`src/rtl/range_stream_if.sv`:
```
// Host and receiver facing signals of range_stream_sender.
// master is the sender side; slave is the host/receiver side.
interface range_stream_if #(
    parameter int WIDTH = 16,
    parameter int DEPTH = 8
);
    localparam int CW = $clog2(DEPTH) + 1;

    logic             load_valid;
    logic [WIDTH-1:0] load_data;
    logic             load_ready;
    logic             start;
    logic             busy;
    logic [CW-1:0]    count;
    logic             go;
    logic             finish;
    logic [WIDTH-1:0] data_out;
    logic [WIDTH-1:0] range_in;
    logic [WIDTH-1:0] range_out;
    logic [WIDTH-1:0] expected_range;
    logic             mismatch;
    logic             done;

    modport master (
        input  load_valid, load_data, start, range_in,
        output load_ready, busy, count, go, finish, data_out,
               range_out, expected_range, mismatch, done
    );

    modport slave (
        output load_valid, load_data, start, range_in,
        input  load_ready, busy, count, go, finish, data_out,
               range_out, expected_range, mismatch, done
    );
endinterface

```
`src/rtl/range_stream_sender.sv`:
```
// Sample FIFO plus go/finish framed sender that checks the receiver's range
// result against its own max-min of the transmitted samples.
module range_stream_sender #(
    parameter int WIDTH = 16,
    parameter int DEPTH = 8
) (
    input  logic           clock,
    input  logic           reset_n,
    range_stream_if.master bus
);
    localparam int AW = $clog2(DEPTH);
    localparam int CW = AW + 1;

    typedef enum logic [1:0] {
        ST_IDLE    = 2'd0,
        ST_GO      = 2'd1,
        ST_STREAM  = 2'd2,
        ST_CAPTURE = 2'd3
    } state_t;

    state_t           state_q, state_d;
    logic [WIDTH-1:0] mem_q [DEPTH];
    logic [AW-1:0]    wr_ptr_q, wr_ptr_d;
    logic [AW-1:0]    rd_ptr_q, rd_ptr_d;
    logic [CW-1:0]    count_q, count_d;
    logic [WIDTH-1:0] max_q, max_d;
    logic [WIDTH-1:0] min_q, min_d;
    logic             first_q, first_d;
    logic             go_q, go_d;
    logic             finish_q, finish_d;
    logic [WIDTH-1:0] data_out_q, data_out_d;
    logic [WIDTH-1:0] range_out_q, range_out_d;
    logic [WIDTH-1:0] exp_range_q, exp_range_d;
    logic             mismatch_q, mismatch_d;
    logic             done_q, done_d;
    logic             load_ready_q, load_ready_d;
    logic             busy_q, busy_d;

    logic             load_acc_s;
    logic             start_acc_s;
    logic [WIDTH-1:0] head_s;
    logic [WIDTH-1:0] span_s;

    assign head_s      = mem_q[rd_ptr_q];
    assign span_s      = max_q - min_q;
    assign load_acc_s  = (state_q == ST_IDLE) && bus.load_valid && (count_q != CW'(DEPTH));
    // A load accepted on the start edge already counts as part of the frame.
    assign start_acc_s = (state_q == ST_IDLE) && bus.start &&
                         ((count_q != CW'(0)) || load_acc_s);

    // Sample storage; no reset needed since reads are qualified by occupancy.
    always_ff @(posedge clock) begin
        if (load_acc_s) begin
            mem_q[wr_ptr_q] <= bus.load_data;
        end
    end

    // State, FIFO pointers, tracker and result registers
    always_ff @(posedge clock or negedge reset_n) begin
        if (!reset_n) begin
            state_q      <= ST_IDLE;
            wr_ptr_q     <= {AW{1'b0}};
            rd_ptr_q     <= {AW{1'b0}};
            count_q      <= {CW{1'b0}};
            max_q        <= {WIDTH{1'b0}};
            min_q        <= {WIDTH{1'b0}};
            first_q      <= 1'b0;
            go_q         <= 1'b0;
            finish_q     <= 1'b0;
            data_out_q   <= {WIDTH{1'b0}};
            range_out_q  <= {WIDTH{1'b0}};
            exp_range_q  <= {WIDTH{1'b0}};
            mismatch_q   <= 1'b0;
            done_q       <= 1'b0;
            load_ready_q <= 1'b1;
            busy_q       <= 1'b0;
        end else begin
            state_q      <= state_d;
            wr_ptr_q     <= wr_ptr_d;
            rd_ptr_q     <= rd_ptr_d;
            count_q      <= count_d;
            max_q        <= max_d;
            min_q        <= min_d;
            first_q      <= first_d;
            go_q         <= go_d;
            finish_q     <= finish_d;
            data_out_q   <= data_out_d;
            range_out_q  <= range_out_d;
            exp_range_q  <= exp_range_d;
            mismatch_q   <= mismatch_d;
            done_q       <= done_d;
            load_ready_q <= load_ready_d;
            busy_q       <= busy_d;
        end
    end

    // Next-state, FIFO bookkeeping and max/min tracking
    always_comb begin
        state_d     = state_q;
        wr_ptr_d    = wr_ptr_q;
        rd_ptr_d    = rd_ptr_q;
        count_d     = count_q;
        max_d       = max_q;
        min_d       = min_q;
        first_d     = first_q;
        range_out_d = range_out_q;
        exp_range_d = exp_range_q;
        mismatch_d  = mismatch_q;
        done_d      = 1'b0;
        case (state_q)
            ST_IDLE: begin
                if (load_acc_s) begin
                    wr_ptr_d = wr_ptr_q + AW'(1);
                    count_d  = count_q + CW'(1);
                end else begin
                    wr_ptr_d = wr_ptr_q;
                    count_d  = count_q;
                end
                if (start_acc_s) begin
                    state_d = ST_GO;
                end else begin
                    state_d = ST_IDLE;
                end
            end
            ST_GO: begin
                max_d   = {WIDTH{1'b0}};
                min_d   = {WIDTH{1'b0}};
                first_d = 1'b1;
                state_d = ST_STREAM;
            end
            ST_STREAM: begin
                rd_ptr_d = rd_ptr_q + AW'(1);
                count_d  = count_q - CW'(1);
                first_d  = 1'b0;
                if (first_q) begin
                    max_d = head_s;
                    min_d = head_s;
                end else begin
                    max_d = (head_s > max_q) ? head_s : max_q;
                    min_d = (head_s < min_q) ? head_s : min_q;
                end
                if (count_q <= CW'(1)) begin
                    state_d = ST_CAPTURE;
                end else begin
                    state_d = ST_STREAM;
                end
            end
            ST_CAPTURE: begin
                range_out_d = bus.range_in;
                exp_range_d = span_s;
                mismatch_d  = (bus.range_in != span_s);
                done_d      = 1'b1;
                state_d     = ST_IDLE;
            end
            default: begin
                state_d = ST_IDLE;
            end
        endcase
    end

    // Output images computed from the next state so every output is a flop
    always_comb begin
        go_d         = 1'b0;
        finish_d     = 1'b0;
        data_out_d   = {WIDTH{1'b0}};
        busy_d       = 1'b0;
        load_ready_d = 1'b0;
        if (state_d == ST_GO) begin
            go_d = 1'b1;
        end else begin
            go_d = 1'b0;
        end
        if (state_d == ST_STREAM) begin
            data_out_d = mem_q[rd_ptr_d];
            finish_d   = (count_d == CW'(1));
        end else begin
            data_out_d = {WIDTH{1'b0}};
            finish_d   = 1'b0;
        end
        busy_d       = (state_d != ST_IDLE);
        load_ready_d = (state_d == ST_IDLE) && (count_d != CW'(DEPTH));
    end

    assign bus.go             = go_q;
    assign bus.finish         = finish_q;
    assign bus.data_out       = data_out_q;
    assign bus.count          = count_q;
    assign bus.busy           = busy_q;
    assign bus.load_ready     = load_ready_q;
    assign bus.range_out      = range_out_q;
    assign bus.expected_range = exp_range_q;
    assign bus.mismatch       = mismatch_q;
    assign bus.done           = done_q;
endmodule

```
`src/flat_wrapper.sv`:
```
// flat-port wrapper written by rule: the top's interface ports become plain ports
module range_stream_sender_flat 
#(
    parameter int WIDTH = 16,
    parameter int DEPTH = 8
)
  (clock, reset_n, bus_load_valid, bus_load_data, bus_start, bus_range_in, bus_load_ready, bus_busy, bus_count, bus_go, bus_finish, bus_data_out, bus_range_out, bus_expected_range, bus_mismatch, bus_done);
  range_stream_if #(.WIDTH(WIDTH), .DEPTH(DEPTH)) bus_i ();
  input  logic clock;
  input  logic reset_n;
  input wire logic [$bits(bus_i.load_valid)-1:0] bus_load_valid;
  input wire logic [$bits(bus_i.load_data)-1:0] bus_load_data;
  input wire logic [$bits(bus_i.start)-1:0] bus_start;
  input wire logic [$bits(bus_i.range_in)-1:0] bus_range_in;
  output wire logic [$bits(bus_i.load_ready)-1:0] bus_load_ready;
  output wire logic [$bits(bus_i.busy)-1:0] bus_busy;
  output wire logic [$bits(bus_i.count)-1:0] bus_count;
  output wire logic [$bits(bus_i.go)-1:0] bus_go;
  output wire logic [$bits(bus_i.finish)-1:0] bus_finish;
  output wire logic [$bits(bus_i.data_out)-1:0] bus_data_out;
  output wire logic [$bits(bus_i.range_out)-1:0] bus_range_out;
  output wire logic [$bits(bus_i.expected_range)-1:0] bus_expected_range;
  output wire logic [$bits(bus_i.mismatch)-1:0] bus_mismatch;
  output wire logic [$bits(bus_i.done)-1:0] bus_done;
  assign bus_i.load_valid = bus_load_valid;
  assign bus_i.load_data = bus_load_data;
  assign bus_i.start = bus_start;
  assign bus_i.range_in = bus_range_in;
  assign bus_load_ready = bus_i.load_ready;
  assign bus_busy = bus_i.busy;
  assign bus_count = bus_i.count;
  assign bus_go = bus_i.go;
  assign bus_finish = bus_i.finish;
  assign bus_data_out = bus_i.data_out;
  assign bus_range_out = bus_i.range_out;
  assign bus_expected_range = bus_i.expected_range;
  assign bus_mismatch = bus_i.mismatch;
  assign bus_done = bus_i.done;
  range_stream_sender #(.WIDTH(WIDTH), .DEPTH(DEPTH)) u_core (.clock(clock), .reset_n(reset_n), .bus(bus_i));
endmodule
```
`config.mk`:
```
export PLATFORM = sky130hd
export DESIGN_NAME = range_stream_sender_flat
export DESIGN_NICKNAME = d
export VERILOG_FILES = /design/src/rtl/range_stream_if.sv /design/src/rtl/range_stream_sender.sv /design/src/flat_wrapper.sv
export SDC_FILE = /design/constraint.sdc
export NUM_CORES = 1
export LEC_CHECK = 0
export ABC_AREA = 0
export BUFFER_PORTS_ARGS = -buffer_cell sky130_fd_sc_hd__clkbuf_2
export CAP_MARGIN = 20
export CORE_ASPECT_RATIO = 0.9
export CORE_MARGIN = 1
export CORE_UTILIZATION = 40
export DETAILED_ROUTE_END_ITERATION = 8
export PLACE_DENSITY = 0.65
export SLEW_MARGIN = 10
export SYNTH_ARGS = -nofsm -noshare
export SYNTH_HDL_FRONTEND = slang
export SYNTH_SLANG_ARGS = --single-unit
export TNS_END_PERCENT = 50
```
`constraint.sdc`:
```
create_clock -name clock -period 4.6 [get_ports clock]
set_clock_uncertainty 0.2 [all_clocks]
set_input_delay 0.23 -clock clock [delete_from_list [all_inputs] [get_ports clock]]
set_output_delay 0.23 -clock clock [all_outputs]
set_load 0.05 [all_outputs]
```
After elaboration in Yosys (flattened, before gate mapping)
Memory sizes are Yosys's and may differ from the RTL's.
Index checks and enable logic that the tools add are counted.
{"block": "op_classes", "n_addsub": 5, "magnitude_cmp": 3, "eq_ne": 11, "muxes": 19, "reduce_logical": 14}
{"cell": "$mux 16", "n": 5}
{"cell": "$pmux 16 s2", "n": 2}
{"cell": "$gt 16x16->1", "n": 1}
{"cell": "$lt 16x16->1", "n": 1}
{"cell": "$ne 16x16->1", "n": 1}
{"cell": "$sub 16x16->16", "n": 1}
{"cell": "$ne 4x4->1 const B", "n": 2}
{"cell": "$pmux 2 s4", "n": 1}
{"cell": "$pmux 4 s2", "n": 1}
{"cell": "$mux 1", "n": 7}
{"cell": "$add 3x1->3 const B", "n": 2}
{"cell": "$eq 2x2->1 const B", "n": 3}
{"cell": "$ne 3x1->1 const B", "n": 2}
{"cell": "$reduce_and 2->1", "n": 3}
{"cell": "$logic_and 1x1->1", "n": 5}
{"cell": "$add 4x1->4 const B", "n": 1}
{"cell": "$eq 2x1->1 const B", "n": 2}
{"cell": "$eq 4x1->1 const B", "n": 1}
{"cell": "$le 4x1->1 const B", "n": 1}
{"cell": "$logic_not 2->1", "n": 2}
{"cell": "$mux 4", "n": 1}
{"cell": "$reduce_bool 2->1", "n": 2}
{"cell": "$reduce_bool 4->1", "n": 1}
{"cell": "$sub 4x1->4 const B", "n": 1}
{"cell": "3 further kinds", "n": 3}
{"block": "totals", "register_bits": 99, "mem_bits_rw": 128, "input_bits": 36, "out_inout_bits": 58, "elab_cells": 69, "memories": 1}
{"memory": "u_core.mem_q", "words": 8, "word_bits": 16, "rd": 2, "rd_ports_with_merged_regs": 0, "write_ports": 1, "line": "range_stream_sender.sv:22", "rtl": "logic [WIDTH-1:0] mem_q [DEPTH];"}

Depth between registers and ports, before layout
{"block": "depth", "depth_word": 9, "mapped_depth": 14, "ltp_nobuf": 12}

Worst setup path after synthesis
No wires, ideal clock.
{"block": "synth_timing", "path_kind": "reg-to-reg", "startpoint": "register u_core.rd_ptr_q[0]", "endpoint": "register u_core.max_q[10]", "setup_time_ns": 0.125, "t_arrival_ns": 3.875, "t_required_ns": 4.275, "slack_ns": 0.400, "stages_incl_launch_ff": 15, "n_path_buf": 3, "period_less_slack_ns": 4.200, "path_cell_list": "dfrtp_1 buf_6 buf_1 mux4_2 mux2_2 ha_1 nor2b_1 o21a_1 o21a_1 o211ai_1 a21oi_1 o21ai_0 a31oi_1 clkbuf_1 mux2_2"}
{"block": "synth_between", "elab_chain_cells": 4, "elab_cells_between_ends": 7, "classes_between": "order compare (1); eq/ne (1); mux (3); reduce/logical (1); memory (1)"}
{"item": "start, declared", "line": "range_stream_sender.sv:24", "rtl": "logic [AW-1:0] rd_ptr_q, rd_ptr_d;"}
{"item": "start signal, assigned", "line": "range_stream_sender.sv:63", "rtl": "rd_ptr_q <= {AW{1'b0}};"}
{"item": "start signal, assigned", "line": "range_stream_sender.sv:80", "rtl": "rd_ptr_q <= rd_ptr_d;"}
{"item": "$mem_v2 8x16 *"}
{"item": "$gt 16x16->1 / $mux 16 (equally long branches)", "line": "range_stream_sender.sv:139", "rtl": "max_d = (head_s > max_q) ? head_s : max_q;"}
{"item": "$ne 3x1->1 (no line) / $mux 16 (equally long branches)"}
{"item": "$reduce_and 2->1 (no line) / $pmux 16 s2 (equally long branches)"}
{"item": "end signal, assigned", "line": "range_stream_sender.sv:65", "rtl": "max_q <= {WIDTH{1'b0}};"}
{"item": "end signal, assigned", "line": "range_stream_sender.sv:82", "rtl": "max_q <= max_d;"}
{"item": "end, declared", "line": "range_stream_sender.sv:26", "rtl": "logic [WIDTH-1:0] max_q, max_d;"}
Every way passes the cells marked *; elsewhere a longest branch is shown, timed or not. The select of a mux whose other input is x is not followed.
A chain may end at the register's enable or synchronous reset.

Final worst setup path
{"block": "layout_timing", "startpoint": "register u_core.rd_ptr_q[1]", "endpoint": "register u_core.min_q[1]"}
{"block": "layout_between", "elab_chain_cells": 4, "elab_cells_between_ends": 7, "classes_between": "order compare (1); eq/ne (1); mux (3); reduce/logical (1); memory (1)"}
{"item": "$mem_v2 8x16 *"}
{"item": "$lt 16x16->1 / $mux 16 (equally long branches)", "line": "range_stream_sender.sv:140", "rtl": "min_d = (head_s < min_q) ? head_s : min_q;"}
{"item": "$ne 3x1->1 (no line) / $mux 16 (equally long branches)"}
{"item": "$reduce_and 2->1 (no line) / $pmux 16 s2 (equally long branches)"}
{"item": "end signal, assigned", "line": "range_stream_sender.sv:66", "rtl": "min_q <= {WIDTH{1'b0}};"}
{"item": "end signal, assigned", "line": "range_stream_sender.sv:83", "rtl": "min_q <= min_d;"}
{"item": "end, declared", "line": "range_stream_sender.sv:27", "rtl": "logic [WIDTH-1:0] min_q, min_d;"}
Marked as above.

==> results.py <==
metrics = {
    "yosys": {
        "synth_cell_type_count": 56,
        "ys.flop_type": "edfxtp_1",
        "synthAdderAreaFrac_pct": 5.99,
        "synth_top_area_cell": "edfxtp_1",
        "yosysTopAreaCellShare_pct": 33.1,
        "synth_fp_nets": 901,
        "synth_cells": 810,
        "syn_area_per_cell_um2": 14.3,
        "synth_top_family_by_area": "multiplexers",
        "synthTopCellsByArea": "edfxtp_1 33%, dfrtp_1 21%, mux4_2 12%",
        "synth-simple-area-share_pct": 6.47,
        "yosys_warnings": 0,
        "synthMuxAreaShare_pct": 20.7,
        "synth-compound-area-share_pct": 6.03,
        "synth_area_um2": 11600,
        "yosysSeqAreaShare_pct": 54.5,
        "synth_async_sr_flop_share_pct": 43.6,
        "synth-edff-count": 128,
        "synth_xor_area_share_pct": 3.18,
        "ys_ff_latch": 227,
    },
    "cells_and_area": {
        "syn2layout_area_growth_pct": 18.9,
        "final_common_cell": "edfxtp_1",
        "layout_common_cells": "128 x edfxtp_1, 97 x dfrtp_1, 92 x clkbuf_2",
        "antenna_cells": 0,
        "nNetsFinal": 1038,
        "utilization_pct": 48.9,
        "fin_area_um2": 13800,
        "layout-drive-gt1-share_pct": 32.4,
    },
    "clocking": {
        "clock_sinks": 227,
        "clk_path_buf_depth": 3,
        "cts_setup_buffers": 0,
        "htree_levels": 1,
        "cts_tree": "done",
        "cts_root_buf": "clkbuf_16",
        "numCtsBuffers": 24,
        "insertion_delay_ns": 0.53,
        "clkSlewWorstSetupHoldPaths_ns": 0.06,
    },
    "setup_path": {
        "crit_path_start_kind": "flip-flop",
        "reg2regPathDepth": 11,
        "arrival_ns": 4.47,
        "rrSetupSlack_ns": 0.33,
        "cp_max_fo": 21,
        "rr_startpoint": "u_core.rd_ptr_q[1]$_DFF_PN0_",
        "startpoint": "u_core.rd_ptr_q[1]$_DFF_PN0_",
        "cp.required_ns": 4.81,
        "endpoint": "u_core.min_q[1]$_DFFE_PN0P_",
        "critPathCaptureType": "flip-flop",
        "rr_endpoint": "u_core.min_q[1]$_DFFE_PN0P_",
        "worstSetupPathType": "reg2reg",
    },
    "placed_design": {
        "port_buffers": 93,
        "placedInstanceArea_um2": 12600,
        "place_congestion": 0.849,
        "hpwl_um": 17600,
        "pre_cts_slack_ns": 0.333,
    },
    "timing": {
        "setup_violations": 0,
        "rsz0062_at_grt": "no",
        "drv_slew": 0,
        "setup_ws_ns": 0.334,
        "finalCritPeriodShare_pct": 92.7,
        "slew_headroom_pct": 31.3,
        "fmax_ghz": 0.234,
        "finalHoldViolations": 0,
        "tightest_slew_ns": 1.03,
        "period_needed_ns": 4.27,
        "finalSetupTns_ns": 0,
    },
    "job": {
        "cap_violations": 0,
    },
    "drt": {
        "drt_iter0_drc": 489,
        "viasPerCell": 5.49,
        "post_drt_wl_per_cell_um": 19.8,
        "vias": 7269,
        "first_pass_iters": 5,
        "postRouteAntennaNets": 0,
        "drc": 0,
        "postRouteWirelength_um": 26300,
    },
    "global_routing": {
        "grt_pass1_wl_um": 41500,
        "grt_max_degree": 63,
        "grt_pass1_vias": 7291,
        "grtUsageTotal_pct": 18.0,
        "antenna_found_initial": 0,
        "overflow": 0,
    },
    "floorplanning": {
        "start_util_pct": 41.1,
        "coreArea_um2": 28200,
        "ioPinCount": 94,
        "rows": 58,
        "die_y_um": 164,
        "dieArea_um2": 29700,
        "fp.dieW_um": 182,
    },
    "worst_hold_path": {
        "hold_class": "in2async",
    },
    "outcome": {
        "status": "finished clean",
    },
}
-- synth_stat cells, types with 13 or more instances --
| cell | number |
|---|---|
| edfxtp_1 | 128 |
| dfrtp_1 | 98 |
| mux2_2 | 66 |
| mux4_2 | 64 |
| nand2_1 | 56 |
| ha_1 | 54 |
| inv_1 | 52 |
| a21oi_1 | 40 |
| clkbuf_1 | 31 |
| xnor2_1 | 20 |
| and2_1 | 18 |
| nor2_1 | 18 |
| o21ai_0 | 13 |
-- cell type report --
type	instances	area [µm²]
clock buffers	31	647
well taps	360	450
clock inverters	13	216
flip-flops and latches	227	6320
inverters	53	199
fillers	2402	14400
repair buffers	151	993
multi-input cells	490	4980
-- state kept, by name, summed over array words and instances, names as in the netlist --
register / flops
u_core.bus.busy: 1
u_core.bus.count: 4
u_core.bus.data_out: 16
u_core.bus.done: 1
u_core.bus.expected_range: 16
u_core.bus.finish: 1
u_core.bus.go: 1
u_core.bus.load_ready: 1
u_core.bus.mismatch: 1
u_core.bus.range_out: 16
u_core.first_q: 1
u_core.max_q: 16
u_core.mem_q: 128
u_core.min_q: 16
u_core.rd_ptr_q: 3
u_core.state_q: 2
u_core.wr_ptr_q: 3
-- per-layer routing --
layer | share of wire (%) | up-vias | wire length, µm | track usage [%]
li1 | - | 3349 | - | -
met1 | 47 | 3629 | 12300 | 25.5
met2 | 46 | 263 | 12200 | 29.5
met3 | 5.2 | 28 | 1360 | 2.41
met4 | 1.6 | 0 | 432 | 4.08
met5 | 0 | - | 0 | 0
-- stage by stage --
stage               hold WS (ns)  cells
detailed placement         0.178   1245
finish                     0.146   1325
global route               0.212   1325
floorplan                 -0.266    810
global placement           0.174   1245
CTS                        0.170   1325
-- critical path, stage by stage, from the launching register on --
cell,delay [ns]
dfrtp_1,1.02
buf_4,0.39
mux4_2,0.32
mux2_2,0.32
ha_1,0.31
a21o_1,0.17
a21o_1,0.18
a221oi_2,0.22
nor3_1,0.10
o41ai_4,0.20
buf_4,0.33
mux2_2,0.37
-- how the worst min path moves through the flow --
stage | cells after the start | start | end | slack (ns)
after global routing | 2 | reset_n | u_core.bus.range_out[1]$_DFFE_PN0P_ | 0.21
final | 2 | reset_n | u_core.bus.range_out[4]$_DFFE_PN0P_ | 0.15
after global placement | 1 | reset_n | u_core.bus.range_out[1]$_DFFE_PN0P_ | 0.17
after floorplan | 0 | reset_n | u_core.bus.busy$_DFF_PN0_ | -0.27
after CTS | 2 | reset_n | u_core.bus.range_out[4]$_DFFE_PN0P_ | 0.17
after detailed placement | 1 | reset_n | u_core.bus.range_out[1]$_DFFE_PN0P_ | 0.18
-- what timing repair did --
action	4_1_cts	5_1_grt
hold endpoints to repair	211	0
gates resized for setup	0	0
hold buffers	36	0
-- logic make-up (layout without fill, tap and decap cells) --
family	count (synthesis)	after routing
and+or+nand+nor	151	151
buffers and inverters	93	248
muxes	146	146
DFF	227	227
AOI/OAI and AO/OA	104	104
xor gates and xnor gates	34	34
adders and majority gates	55	55
Power is not shown: default switching activity piles up to over one toggle a cycle in this logic, so the estimate is an artifact.
